[src/rtl/reg_file_pkg.sv]
// reg_file_pkg: shared clear-FSM state type and default sizes for the 2R1W register file
package reg_file_pkg;
  localparam int DEF_DATA_WIDTH = 16;
  localparam int DEF_ADDR_WIDTH = 3;
  localparam int DEF_DEPTH = 8;
  typedef enum logic {IDLE, CLEAR} clr_state_e;
endpackage

[src/rtl/reg_file_2r1w_if.sv]
// reg_file_2r1w_if: write, dual read, clear and status signals; parity pins only with REG_FILE_PARITY_EN
interface reg_file_2r1w_if import reg_file_pkg::*; #(
  parameter int DATA_WIDTH = DEF_DATA_WIDTH,
  parameter int ADDR_WIDTH = DEF_ADDR_WIDTH
);
  logic                  WrEn;
  logic [ADDR_WIDTH-1:0] WrAddr;
  logic [DATA_WIDTH-1:0] WrData;
  logic                  RdEn0;
  logic [ADDR_WIDTH-1:0] RdAddr0;
  logic [DATA_WIDTH-1:0] RdData0;
  logic                  RdValid0;
  logic                  RdEn1;
  logic [ADDR_WIDTH-1:0] RdAddr1;
  logic [DATA_WIDTH-1:0] RdData1;
  logic                  RdValid1;
  logic                  Clr;
  logic                  Busy;
  logic                  AddrErr;
`ifdef REG_FILE_PARITY_EN
  logic                  ParInj;
  logic                  ParErr0;
  logic                  ParErr1;
`endif
  modport master (
    output WrEn, WrAddr, WrData, RdEn0, RdAddr0, RdEn1, RdAddr1, Clr,
`ifdef REG_FILE_PARITY_EN
    output ParInj,
    input  ParErr0, ParErr1,
`endif
    input  RdData0, RdValid0, RdData1, RdValid1, Busy, AddrErr
  );
  modport slave (
    input  WrEn, WrAddr, WrData, RdEn0, RdAddr0, RdEn1, RdAddr1, Clr,
`ifdef REG_FILE_PARITY_EN
    input  ParInj,
    output ParErr0, ParErr1,
`endif
    output RdData0, RdValid0, RdData1, RdValid1, Busy, AddrErr
  );
endinterface

[src/rtl/reg_file_clr_fsm.sv]
// reg_file_clr_fsm: walks a pointer over every entry once, zeroing one entry per cycle
module reg_file_clr_fsm import reg_file_pkg::*; #(
  parameter int ADDR_WIDTH = DEF_ADDR_WIDTH,
  parameter int DEPTH      = DEF_DEPTH
) (
  input  logic                  clk,
  input  logic                  rst,
  input  logic                  clr_i,
  output logic                  busy_o,
  output logic [ADDR_WIDTH-1:0] clr_addr_o,
  output logic                  clr_we_o
);
  localparam logic [ADDR_WIDTH-1:0] LAST = ADDR_WIDTH'(DEPTH - 1);
  clr_state_e            state_q, state_d;
  logic [ADDR_WIDTH-1:0] ptr_q, ptr_d;
  // state and pointer registers; reset aborts any clear in progress
  always_ff @(posedge clk or posedge rst) begin
    if (rst) begin
      state_q <= IDLE;
      ptr_q   <= '0;
    end else begin
      state_q <= state_d;
      ptr_q   <= ptr_d;
    end
  end
  // start from entry 0 on request; return to IDLE once the last entry is zeroed
  always_comb begin
    state_d = state_q;
    ptr_d   = ptr_q;
    if (state_q == IDLE) begin
      if (clr_i) begin
        state_d = CLEAR;
        ptr_d   = '0;
      end
    end else begin
      ptr_d = ptr_q + 1'b1;
      if (ptr_q == LAST) begin
        state_d = IDLE;
        ptr_d   = '0;
      end
    end
  end
  assign busy_o     = state_q == CLEAR;
  assign clr_we_o   = state_q == CLEAR;
  assign clr_addr_o = ptr_q;
endmodule

[src/rtl/reg_file_2r1w.sv]
// reg_file_2r1w: write-first register file, one write and two registered read ports, background clear; parity with REG_FILE_PARITY_EN
module reg_file_2r1w import reg_file_pkg::*; #(
  parameter int DATA_WIDTH = DEF_DATA_WIDTH,
  parameter int ADDR_WIDTH = DEF_ADDR_WIDTH,
  parameter int DEPTH      = DEF_DEPTH
) (
  input logic           CLK,
  input logic           RST,
  reg_file_2r1w_if.slave bus
);
  localparam int SLOTS = 2 ** ADDR_WIDTH;
  localparam logic [ADDR_WIDTH:0] LIMIT = (ADDR_WIDTH + 1)'(DEPTH);
  logic [SLOTS-1:0][DATA_WIDTH-1:0] mem_q;
  logic                             busy, clr_we;
  logic [ADDR_WIDTH-1:0]            clr_addr;
  logic                             wr_acc, wr_ok, addr_err_d, addr_err_q;
  logic [1:0]                       rd_en, rd_acc, rd_in, rd_valid_q;
  logic [1:0][ADDR_WIDTH-1:0]       rd_addr;
  logic [1:0][DATA_WIDTH-1:0]       rd_data_d, rd_data_q;

  function automatic logic in_range(input logic [ADDR_WIDTH-1:0] a);
    return {1'b0, a} < LIMIT;
  endfunction

  reg_file_clr_fsm #(.ADDR_WIDTH(ADDR_WIDTH), .DEPTH(DEPTH)) u_clr (
    .clk       (CLK),
    .rst       (RST),
    .clr_i     (bus.Clr),
    .busy_o    (busy),
    .clr_addr_o(clr_addr),
    .clr_we_o  (clr_we)
  );

  assign rd_en      = {bus.RdEn1, bus.RdEn0};
  assign rd_addr    = {bus.RdAddr1, bus.RdAddr0};
  assign wr_acc     = bus.WrEn && !busy;
  assign wr_ok      = wr_acc && in_range(bus.WrAddr);
  assign rd_acc     = busy ? 2'b00 : rd_en;
  assign addr_err_d = (wr_acc && !in_range(bus.WrAddr)) || |(rd_acc & ~rd_in);

  // read data: zero when out of range, bypass a same-cycle write, else the stored entry
  always_comb begin
    rd_in     = '0;
    rd_data_d = '0;
    for (int n = 0; n < 2; n++) begin
      rd_in[n]     = in_range(rd_addr[n]);
      rd_data_d[n] = !rd_in[n] ? '0 :
                     (wr_ok && bus.WrAddr == rd_addr[n]) ? bus.WrData : mem_q[rd_addr[n]];
    end
  end

  // storage: the clear sweep has priority, though writes are already blocked while busy
  always_ff @(posedge CLK or posedge RST) begin
    if (RST) mem_q <= '0;
    else if (clr_we) mem_q[clr_addr] <= '0;
    else if (wr_ok) mem_q[bus.WrAddr] <= bus.WrData;
  end

  // registered read responses; data holds its last value between accepted reads
  always_ff @(posedge CLK or posedge RST) begin
    if (RST) begin
      rd_data_q  <= '0;
      rd_valid_q <= '0;
      addr_err_q <= 1'b0;
    end else begin
      rd_valid_q <= rd_acc;
      addr_err_q <= addr_err_d;
      for (int n = 0; n < 2; n++) if (rd_acc[n]) rd_data_q[n] <= rd_data_d[n];
    end
  end

  assign bus.RdData0  = rd_data_q[0];
  assign bus.RdData1  = rd_data_q[1];
  assign bus.RdValid0 = rd_valid_q[0];
  assign bus.RdValid1 = rd_valid_q[1];
  assign bus.AddrErr  = addr_err_q;
  assign bus.Busy     = busy;

`ifdef REG_FILE_PARITY_EN
  logic [SLOTS-1:0] par_q;
  logic             wr_par;
  logic [1:0]       rd_par, par_err_d, par_err_q;
  assign wr_par = ^bus.WrData ^ bus.ParInj;
  // stored parity follows the same bypass path as the data
  always_comb begin
    rd_par    = '0;
    par_err_d = '0;
    for (int n = 0; n < 2; n++) begin
      rd_par[n]    = !rd_in[n] ? 1'b0 :
                     (wr_ok && bus.WrAddr == rd_addr[n]) ? wr_par : par_q[rd_addr[n]];
      par_err_d[n] = rd_par[n] != ^rd_data_d[n];
    end
  end
  // parity storage, zeroed by clear and reset like the data
  always_ff @(posedge CLK or posedge RST) begin
    if (RST) par_q <= '0;
    else if (clr_we) par_q[clr_addr] <= 1'b0;
    else if (wr_ok) par_q[bus.WrAddr] <= wr_par;
  end
  // parity error flags pulse alongside the matching read valid
  always_ff @(posedge CLK or posedge RST) begin
    if (RST) par_err_q <= '0;
    else par_err_q <= rd_acc & par_err_d;
  end
  assign bus.ParErr0 = par_err_q[0];
  assign bus.ParErr1 = par_err_q[1];
`endif
endmodule

[src/flat_wrapper.sv]
// flat-port wrapper written by rule: the top's interface ports become plain ports
module reg_file_2r1w_flat import reg_file_pkg::*;
#(
  parameter int DATA_WIDTH = DEF_DATA_WIDTH,
  parameter int ADDR_WIDTH = DEF_ADDR_WIDTH,
  parameter int DEPTH      = DEF_DEPTH
)
  (CLK, RST, bus_WrEn, bus_WrAddr, bus_WrData, bus_RdEn0, bus_RdAddr0, bus_RdEn1, bus_RdAddr1, bus_Clr, bus_RdData0, bus_RdValid0, bus_RdData1, bus_RdValid1, bus_Busy, bus_AddrErr);
  reg_file_2r1w_if #(.DATA_WIDTH(DATA_WIDTH), .ADDR_WIDTH(ADDR_WIDTH)) bus_i ();
  input logic CLK;
  input logic RST;
  input wire logic [$bits(bus_i.WrEn)-1:0] bus_WrEn;
  input wire logic [$bits(bus_i.WrAddr)-1:0] bus_WrAddr;
  input wire logic [$bits(bus_i.WrData)-1:0] bus_WrData;
  input wire logic [$bits(bus_i.RdEn0)-1:0] bus_RdEn0;
  input wire logic [$bits(bus_i.RdAddr0)-1:0] bus_RdAddr0;
  input wire logic [$bits(bus_i.RdEn1)-1:0] bus_RdEn1;
  input wire logic [$bits(bus_i.RdAddr1)-1:0] bus_RdAddr1;
  input wire logic [$bits(bus_i.Clr)-1:0] bus_Clr;
  output wire logic [$bits(bus_i.RdData0)-1:0] bus_RdData0;
  output wire logic [$bits(bus_i.RdValid0)-1:0] bus_RdValid0;
  output wire logic [$bits(bus_i.RdData1)-1:0] bus_RdData1;
  output wire logic [$bits(bus_i.RdValid1)-1:0] bus_RdValid1;
  output wire logic [$bits(bus_i.Busy)-1:0] bus_Busy;
  output wire logic [$bits(bus_i.AddrErr)-1:0] bus_AddrErr;
  assign bus_i.WrEn = bus_WrEn;
  assign bus_i.WrAddr = bus_WrAddr;
  assign bus_i.WrData = bus_WrData;
  assign bus_i.RdEn0 = bus_RdEn0;
  assign bus_i.RdAddr0 = bus_RdAddr0;
  assign bus_i.RdEn1 = bus_RdEn1;
  assign bus_i.RdAddr1 = bus_RdAddr1;
  assign bus_i.Clr = bus_Clr;
  assign bus_RdData0 = bus_i.RdData0;
  assign bus_RdValid0 = bus_i.RdValid0;
  assign bus_RdData1 = bus_i.RdData1;
  assign bus_RdValid1 = bus_i.RdValid1;
  assign bus_Busy = bus_i.Busy;
  assign bus_AddrErr = bus_i.AddrErr;
  reg_file_2r1w #(.DATA_WIDTH(DATA_WIDTH), .ADDR_WIDTH(ADDR_WIDTH), .DEPTH(DEPTH)) u_core (.CLK(CLK), .RST(RST), .bus(bus_i));
endmodule
[config.mk]
export PLATFORM = sky130hd
export DESIGN_NAME = reg_file_2r1w_flat
export DESIGN_NICKNAME = d
export VERILOG_FILES = /design/src/rtl/reg_file_pkg.sv /design/src/rtl/reg_file_2r1w_if.sv /design/src/rtl/reg_file_clr_fsm.sv /design/src/rtl/reg_file_2r1w.sv /design/src/flat_wrapper.sv
export SDC_FILE = /design/constraint.sdc
export NUM_CORES = 1
export LEC_CHECK = 0
export CORE_AREA = 2 2 129 131
export DETAILED_ROUTE_END_ITERATION = 8
export DIE_AREA = 0 0 131 133
export HOLD_SLACK_MARGIN = 0.1
export PLACE_DENSITY = 0.76
export SETUP_SLACK_MARGIN = 0.1
export SKIP_LAST_GASP = 1
export SLEW_MARGIN = 10
export SYNTH_ARGS = -nofsm -noshare
export SYNTH_HDL_FRONTEND = slang
export SYNTH_SLANG_ARGS = --single-unit
[constraint.sdc]
create_clock -name CLK -period 5.8 [get_ports CLK]
set_clock_uncertainty 0.1 [all_clocks]
set_input_delay 1.16 -clock CLK [delete_from_list [all_inputs] [get_ports CLK]]
set_output_delay 1.16 -clock CLK [all_outputs]
set_load 0.05 [all_outputs]
==> results.md, run 1 <==
- Synth warn: 0
- Final WL: 23,980 um
- Largest delay share family, worst path: buffers and inverters
- Post CTS Setup Buffer Count: 0
- Setup TNS Final: 0 ns
- Total CTS buffers: 17
- Diodes inserted: 0
- Via count of the first global-routing pass: 6,403
- GR Util met3: 8.734%
- CTS H-tree depth: 4
- Grt ovf: 0
- Die span in y: 133 um
- Fin. Hold Viols: 0
- Crit start category: flop
- Clock buffer depth: 2
- Remaining DRCs: 0
- Count of final setup violators: 0
- Filler cells: 1,193
- Critical Path AT: 2.17 ns
- Final core utilization: 60.35%
- Std cell rows: 47
- Relative slew slack: 21.15%
- Commonest non-fill, non-tap cell in the layout: dfrtp_1
- Met2 usage: 43.38%
- Worst-Margin Slew: 1.182 ns
- Pre-antenna DRT Iters: 6
- First-pass GRT wire length: 37,300 um
- Area fraction in compound gates after synthesis: 18.09%
- Slowest Stage Delay on Critical Path: 0.93 ns
- Max FO, Critical Path: 27
- Vias: 6,196
- All-layer global routing usage: 29.23%
- Starting DRT DRC Count: 704
- Main synth FF type: dfrtp_1
- Total nets after synthesis: 635
- Status: completed
- Most Crowded Layer GR: met2
- Critical path, cell by cell: clkdlybuf4s50_1
- Post-synthesis simple-gate area fraction: 4.914%
- Post-synthesis xor/xnor area fraction: 0.6255%
- Largest family of logic cells by synthesized area: multiplexers
- I/O pin total: 67
- Gate Count Post-Synth: 602
- Die X: 131 um
- Leak pwr: 4.386 nW
- Sequential standard cell area: 0.004154 mm2
- Min Tclk post-route: 3.431 ns
- Hold Crit Class: flop to flop
- M1 GR Usage: 40.40%
- CP endpoint kind: output port
- Post-CTS Resized: 0
- Type of the worst setup path: flop to output port
- Routed WL per cell: 27.47 um
- CTS tree: built
- # hold bufs at CTS: 0
- Hold Slack: 0.3961 ns
- Worst EP required: 4.54 ns
- Power per cell area: 481.7 mW/mm2
- Gpl congestion: 0.8310
- Core ar.: 0.01617 mm2
- Async set-reset flop share out of synthesis: 100.0%
- Worst path buffer plus inverter count: 1
- Final net count: 673
- Max IR drop VDD: 0.0002881 V
- ANT nets after route: 0
- Clock slew at reported path FFs: 0.06 ns
- Total Die Area: 0.01742 mm2
- RSZ-0062 raised after global routing: no
- Yosys reg bits: 166
- Mux cell area share after synthesis: 21.62%
- Drt via density: 7.097
- Initial Utilization: 51.95%
- Setup WS pre-CTS: 2.118 ns
- Sequential share of the synthesized area: 49.44%
- Fmax: 291.5 MHz
- Multi-input gate area: 0.003855 mm2
- Clock root cell: clkbuf_16
- Worst path slowest cell: clkdlybuf4s50_1
- Cell area after synthesis: 0.008402 mm2
- Commonest non-fill, non-tap cells in the layout: dfrtp_1 (166), a22o_1 (128), clkdlybuf4s50_1 (61)
- I/O Buffers: 65
- Largest net degree at the start of global routing: 167
- Max_cap viols: 0
- Clk_lat worst skew: 0.44 ns
- HPWL after DPL: 13,620 um
- Clk sinks: 166
- Mean Syn Cell Area: 13.96 um2
- Final slew viol count: 0
- Initial antenna violation count: 0
- Final worst-path cycle share: 59.16%
- Pwr Total: 4.701 mW
- Post-synth EDFFs: 0
- Post-Synth Adder-Cell Area: 0.2978%
- Synth cell types: 44
- Layout cells sized above 1: 20.37%
- Setup slack after layout: 2.369 ns
- Area grow syn2layout: 16.16%
## where the power goes
group | internal, mW | switching, mW | leakage (nW)
combinational | 0.729 | 0.999 | 1.84
sequential | 1.50 | 0.295 | 2.25
clock | 0.692 | 0.489 | 0.293
total | 2.92 | 1.78 | 4.39
## registers in the layout, summed over array words and instances (netlist names)
signal                   cells
u_core.mem_q               128
u_core.rd_valid_q            2
u_core.u_clr.busy_o          1
u_core.u_clr.clr_addr_o      3
u_core.bus.RdData0          16
u_core.bus.RdData1          16
## final cells by class
cell class                      count  area share, %
Sequential cell                   166          42.56
Multi-Input combinational cell    352          39.50
Timing Repair Buffer               84          8.051
Clock buffer                       18          4.500
Tap cell                          220          2.821
Clock inverter                     14          1.795
Inverter                           19         0.7692
## worst paths after layout
path                                        startpoint                      to  slack [ns]  cells after the start
worst min register to register  u_core.bus.RdData1[10]  u_core.bus.RdData1[10]        0.40                      2
min in group asynchronous                          RST    u_core.rd_valid_q[1]        1.25                      3
worst max-delay path               u_core.u_clr.busy_o                bus_Busy        2.37                      1
worst max register to register     u_core.u_clr.busy_o   u_core.bus.RdData1[1]        2.75                      3
worst min-delay path            u_core.bus.RdData1[10]  u_core.bus.RdData1[10]        0.40                      2
max in group asynchronous                          RST       u_core.mem_q[124]        3.74                      3
## logic make-up (layout without fill, tap and decap cells)
logic type	count (synthesis)	after routing
adder cells (fa/ha/maj)	2	2
AO/OA/AOI/OAI	174	174
XOR/XNOR	6	6
flip-flops	166	166
multiplexers	96	96
other	1	1
buffers and inverters	84	135
AND/OR/NAND/NOR	73	73
## through the flow
step                std cells  area, um2
global route              873       9759
CTS                       873       9759
detailed placement        841       9145
finish                    873       9759
floorplan                 602       8406
global placement          841       9145
## layer usage
metal / up-vias / part of all wire, %
met5: - / 0
met4: 0 / 3.1
met3: 68 / 10
met2: 430 / 48
met1: 3223 / 39
li1: 2475 / -
## cell usage after synthesis, types with 2 or more instances
library cell | count | area share (%)
ha_1 | 2 | 0.30
buf_2 | 23 | 1.4
dfrtp_1 | 166 | 49
nand2_1 | 16 | 0.71
xor2_1 | 3 | 0.31
a221o_1 | 4 | 0.48
o21ai_0 | 2 | 0.12
a22o_1 | 128 | 13
mux2_2 | 7 | 0.94
buf_4 | 7 | 0.63
o221ai_1 | 12 | 1.3
nor4bb_1 | 2 | 0.24
buf_1 | 17 | 0.76
a21oi_1 | 7 | 0.42
o221a_2 | 4 | 0.54
and3b_1 | 2 | 0.21
inv_1 | 19 | 0.85
mux4_2 | 53 | 14
mux2i_1 | 24 | 2.9
mux4_1 | 11 | 3.4
a32oi_1 | 2 | 0.21
nand2b_1 | 10 | 0.74
nor2b_1 | 8 | 0.60
and4b_1 | 3 | 0.36
a221oi_1 | 10 | 1.0
nor2_1 | 22 | 0.98
nor3_2 | 2 | 0.24
clkbuf_1 | 13 | 0.58
xnor2_1 | 3 | 0.31
nand3b_1 | 2 | 0.18
buf_6 | 4 | 0.54
a221oi_2 | 2 | 0.36
Note: power is estimated with default switching activity, not from simulation.
==> run 2, diff against run 1 <==
clock period = 2.9 ns   (was 5.8 ns; I/O delays follow)
==> run 2 against run 1 <==
  * Die area unchanged
  * Sequential power is 99% higher
  * Total power is 97% higher
  * Clock-buffer cell count grew 8
  * Hold slack gained 0.0062 ns
  * Cell count grew 2.5%
  * First-iteration DRC count rose by 25%
  * Clock power rose by 84%
  * Flip-flop and latch count unchanged
  * Worst setup slack got worse by 1.8 ns
  * Core utilization is 0.88 points higher
  * Largest power group unchanged
==> results.md, run 2 (same netlist as run 1, synthesis figures left out) <==
- Status: completed
- Die span in y: 133 um (unchanged)
- Clock buffer depth: 2 (unchanged)
- Final std cells w/o fill: 895 (+2.5%)
- Max_cap viols: 0 (unchanged)
- CP endpoint kind: output port
- Worst-Margin Slew: 0.5272 ns (-0.6543 ns)
- ANT nets after route: 0 (unchanged)
- Commonest non-fill, non-tap cell in the layout: dfrtp_1
- Max IR drop VDD: 0.0005086 V (+77%)
- Min Tclk post-route: 2.333 ns
- Sequential standard cell area: 0.004154 mm2 (unchanged)
- Largest delay share family, worst path: buffers and inverters
- Initial antenna violation count: 1 (+1)
- Grt ovf: 0 (unchanged)
- I/O Buffers: 65 (unchanged)
- Core ar.: 0.01617 mm2 (unchanged)
- Count of final setup violators: 0 (unchanged)
- # hold bufs at CTS: 0 (unchanged)
- Placed cell count: 865 (+2.9%)
- Initial Utilization: 51.95% (unchanged)
- Filler cells: 1,179 (-1.2%)
- Type of the worst setup path: flop to output port
- Total CTS buffers: 17 (unchanged)
- Max reg flops: 128 (unchanged)
- Clock slew at reported path FFs: 0.06 ns (about the same)
- Max FO, Critical Path: 2 (-93%)
- Via count of the first global-routing pass: 6,567 (+2.6%)
- Post-CTS Resized: 0 (unchanged)
- Worst path buffer plus inverter count: 1 (unchanged)
- I/O pin total: 67 (unchanged)
- Final worst-path cycle share: 80.46%
- Clock root cell: clkbuf_16
- Starting DRT DRC Count: 883 (+25%)
- Worst path slowest cell: clkdlybuf4s50_1
- Pre-antenna DRT Iters: 5 (-1)
- Multi-input gate area: 0.003840 mm2 (-0.39%)
- Vias: 6,351 (+2.5%)
- Commonest non-fill, non-tap cells in the layout: dfrtp_1 (166), a22o_1 (128), clkdlybuf4s50_1 (61)
- All-layer global routing usage: 30.10% (+0.87 points)
- Crit start category: flop
- Fmax: 428.6 MHz
- Std cell rows: 47 (unchanged)
- Final WL: 24,760 um (+3.2%)
- Layout cells sized above 1: 21.36% (+1.0 points)
- Leak pwr: 4.497 nW (+2.5%)
- Critical path, cell by cell: clkdlybuf4s50_1
- Largest reg by FF count: u_core.mem_q
- Power per cell area: 936.4 mW/mm2 (+94%)
- CTS tree: built
- HPWL after DPL: 14,700 um (+7.9%)
- Reg2reg setup slack: 0.93 ns (-1.82 ns)
- Critical Path AT: 1.65 ns (-0.52 ns)
- Clk sinks: 166 (unchanged)
- RSZ-0062 raised after global routing: no
- Slowest Stage Delay on Critical Path: 0.83 ns (-0.10 ns)
- First-pass GRT wire length: 38,360 um (+2.8%)
- Pwr Total: 9.272 mW (+97%)
- Remaining DRCs: 0 (unchanged)
- Gpl congestion: 0.8089 (-2.7%)
- Area grow syn2layout: 17.86%
- Post CTS Setup Buffer Count: 0 (unchanged)
- Total Die Area: 0.01742 mm2 (unchanged)
- Final slew viol count: 0 (unchanged)
- Fin. Hold Viols: 0 (unchanged)
- Drt via density: 7.096 (about the same)
- Largest net degree at the start of global routing: 67 (-60%)
- Worst EP required: 2.22 ns (-2.32 ns)
- CTS H-tree depth: 4 (unchanged)
- Routed WL per cell: 27.66 um (+0.69%)
- Relative slew slack: 64.85% (+44 points)
- Setup TNS Final: 0 ns (unchanged)
- Final net count: 697 (+3.6%)
- Hold Crit Class: flop to flop
- Die X: 131 um (unchanged)
- Clk_lat worst skew: 0.43 ns (about the same)
==> run 2: cell count changes in the layout (fill, tap and decap cells not counted), sizes merged <==
cell      change
buf          +24
diode         +1
clkbuf        +8
clkinvlp      -2
clkinv        -4
inv           -3
bufinv        -2
==> run 2: final timing paths <==
path	to	start	depth (start not counted)
min in group asynchronous	u_core.rd_valid_q[1]	RST	2
max in group asynchronous	u_core.mem_q[13]	RST	3
hold / removal	u_core.bus.RdData1[6]	u_core.bus.RdData1[6]	2
setup / recovery	bus_RdData0[3]	u_core.bus.RdData0[3]	1
setup reg to reg	u_core.bus.RdData0[4]	u_core.u_clr.busy_o	5
hold reg to reg	u_core.bus.RdData1[6]	u_core.bus.RdData1[6]	2
==> run 2: power breakdown <==
part           switching, mW  internal (mW)
combinational           2.05           1.50
sequential             0.564           3.00
clock                  0.885           1.28
==> run 2: final cells by class <==
cell class	count	area share [%]
flip-flops and latches	166	41.95
multi-input cells	352	38.78
repair buffers	108	10.13
clock buffers	26	5.143
well taps	220	2.780
inverters	19	0.7581
clock inverters	3	0.4296
diodes	1	0.02527
==> run 2: per-layer routing <==
layer	wire length (um)	global-route usage [%]
met5	0	0
met4	1149	13.89
met3	2314	6.955
met2	11680	46.11
met1	9614	41.08
==> run 2: stage by stage <==
stage	hold slack (ns)	utilization (%)	cell area, um2	setup WS (ns)
final	0.4023	61.23	9902	0.5668
after global routing	0.4338	61.21	9899	0.5303
after floorplan	0.3742	-	8406	0.1072
after global placement	0.3825	57.80	9348	0.3611
after detailed placement	0.3844	57.80	9348	0.3327
after CTS	0.4035	61.21	9899	0.5605
==> run 3, diff against run 2 <==
clock period = 2.1 ns   (was 2.9 ns; I/O delays follow)
==> run 3 against run 2 <==
  * Die area unchanged
  * Cell count increased by 3.0%
  * Register-to-register slack got worse by 0.66 ns
  * Critical path type is now primary input to flop
  * Largest power group is now combinational logic
  * Highest routed layer unchanged
==> results.md, run 3 (same netlist as run 1, synthesis figures left out) <==
- Drt via density: 7.029 (-0.94%)
- Via count of the first global-routing pass: 6,821 (+3.9%)
- Min Tclk post-route: 1.894 ns
- Die X: 131 um (unchanged)
- Area grow syn2layout: 21.49%
- CP endpoint kind: flop
- Commonest non-fill, non-tap cells in the layout: dfrtp_1 (166), a22o_1 (128), buf_4 (59)
- Final net count: 723 (+3.7%)
- Core ar.: 0.01617 mm2 (unchanged)
- Count of final setup violators: 0 (unchanged)
- Clock buffer depth: 2 (unchanged)
- First-pass GRT wire length: 38,350 um (about the same)
- Largest net degree at the start of global routing: 91 (+36%)
- Max FO, Critical Path: 16 (+14)
- RSZ-0062 raised after global routing: no
- # hold bufs at CTS: 0 (unchanged)
- ANT nets after route: 0 (unchanged)
- Type of the worst setup path: primary input to flop
- Layout cells sized above 1: 25.78% (+4.4 points)
- Relative slew slack: 65.63% (+0.78 points)
- Grt ovf: 0 (unchanged)
- I/O pin total: 67 (unchanged)
- CTS tree: built
- CTS H-tree depth: 4 (unchanged)
- Total CTS buffers: 17 (unchanged)
- Hold Crit Class: primary input to asynchronous set/reset pin
- Critical Path AT: 2.10 ns (+0.45 ns)
- HPWL after DPL: 15,930 um (+8.3%)
- Setup slack after layout: 0.2061 ns (-0.3607 ns)
- Clk sinks: 166 (unchanged)
- Fin. Hold Viols: 0 (unchanged)
- Critical path, cell by cell: clkdlybuf4s50_1 -> buf_4 -> xor2_1 -> o41a_1 -> buf_12 -> a221o_1
- Max IR drop VDD: 0.0006392 V (+26%)
- Setup WS pre-CTS: -0.2046 ns (-0.5374 ns)
- Initial antenna violation count: 0 (-1)
- Hold Slack: 0.3666 ns (-0.03567 ns)
- Power per cell area: 1251 mW/mm2 (+34%)
- Fmax: 528.0 MHz
- Worst path slowest cell: o41a_1
- Commonest non-fill, non-tap cell in the layout: dfrtp_1
- Final slew viol count: 0 (unchanged)
- Leak pwr: 4.790 nW (+6.5%)
- Std cell rows: 47 (unchanged)
- Total Die Area: 0.01742 mm2 (unchanged)
- Post-route cell area: 0.01021 mm2 (+3.1%)
- Status: completed
- Die span in y: 133 um (unchanged)
- Final core utilization: 63.12% (+1.9 points)
- Clock root cell: clkbuf_16
- Largest reg by FF count: u_core.mem_q
- Worst-Margin Slew: 0.5176 ns (-0.009597 ns)
- Diodes inserted: 0 (-1)
- Slowest Stage Delay on Critical Path: 0.43 ns (-0.40 ns)
- Dpl cell area: 0.009698 mm2 (+3.7%)
- Crit start category: primary input
- I/O Buffers: 65 (unchanged)
- Initial Utilization: 51.95% (unchanged)
- Vias: 6,481 (+2.0%)
- Final WL: 24,630 um (-0.50%)
- Clk_lat worst skew: 0.43 ns (about the same)
- Worst EP required: 2.31 ns (+0.09 ns)
- Gpl congestion: 0.8745 (+8.1%)
- Final std cells w/o fill: 922 (+3.0%)
- Remaining DRCs: 0 (unchanged)
- Max_cap viols: 0 (unchanged)
- Max reg flops: 128 (unchanged)
- All-layer global routing usage: 29.84% (-0.26 points)
- Placed cell count: 891 (+3.0%)
- Routed WL per cell: 26.72 um (-3.4%)
- Clock slew at reported path FFs: 0.06 ns (about the same)
- Pre-antenna DRT Iters: 5 (unchanged)
- Starting DRT DRC Count: 883 (unchanged)
- Final worst-path cycle share: 90.19%
run 3: cell types whose count changed in the layout (fill, tap and decap cells not counted), sizes merged:
cell / previous run / this run
buf: 47 / 81
clkdlybuf4s50: 61 / 26
clkinvlp: 2 / 3
clkinv: 1 / 6
clkbuf: 26 / 22
diode: 1 / 0
dlygate4sd2: 0 / 27
run 3: path summary, 6_finish.rpt:
kind,from,endpoint,slack [ns],cells past startpoint
setup / recovery,bus_WrAddr[1],u_core.bus.RdData0[4],0.21,6
hold / removal,RST,u_core.mem_q[37],0.37,3
setup reg to reg,u_core.u_clr.busy_o,u_core.mem_q[100],0.27,5
hold reg to reg,u_core.bus.RdData1[4],u_core.bus.RdData1[4],0.39,2
max in group asynchronous,RST,u_core.mem_q[13],1.08,3
min in group CLK,u_core.bus.RdData1[4],u_core.bus.RdData1[4],0.39,2
run 3: critical path, delay by kind of cell:
kind | cells | cell delay, ns
compound gates | 2 | 0.77
buf+inv | 3 | 0.74
xor+xnor | 1 | 0.17
run 3: power breakdown:
group          switching, mW  internal (mW)  leakage (nW)
sequential             0.742           4.14          2.25
combinational           2.86           2.10          2.27
clock                   1.26           1.68         0.266
total                   4.86           7.91          4.79
run 3: timing repair:
| action | CTS | global route |
|---|---|---|
| setup buffers | 0 | 0 |
| endpoints found under the setup margin | 27 | 0 |
| gates resized for setup | 27 | 0 |
run 3: routing by layer:
metal,part of all wire [%],global-route usage [%]
met3,11,8.775
met4,3.8,13.30
met1,38,40.26
met2,48,45.11
met5,0,0
run 3: cell type report:
class / instances / area, um2
fill: 1186 / 5964
sequential: 166 / 4154
multi-input combinational: 352 / 3840
timing repair buffer: 134 / 1320
clock buffer: 22 / 464.2
tap: 220 / 275.3
clock inverter: 9 / 78.83
inverter: 19 / 75.07
run 3: metrics by stage:
stage	TNS, ns	power (mW)
after floorplan	-88.44	8.022
after global placement	-5.372	9.756
after detailed placement	-9.549	9.972
after CTS	0	12.73
after global routing	0	13.26
final	0	12.77
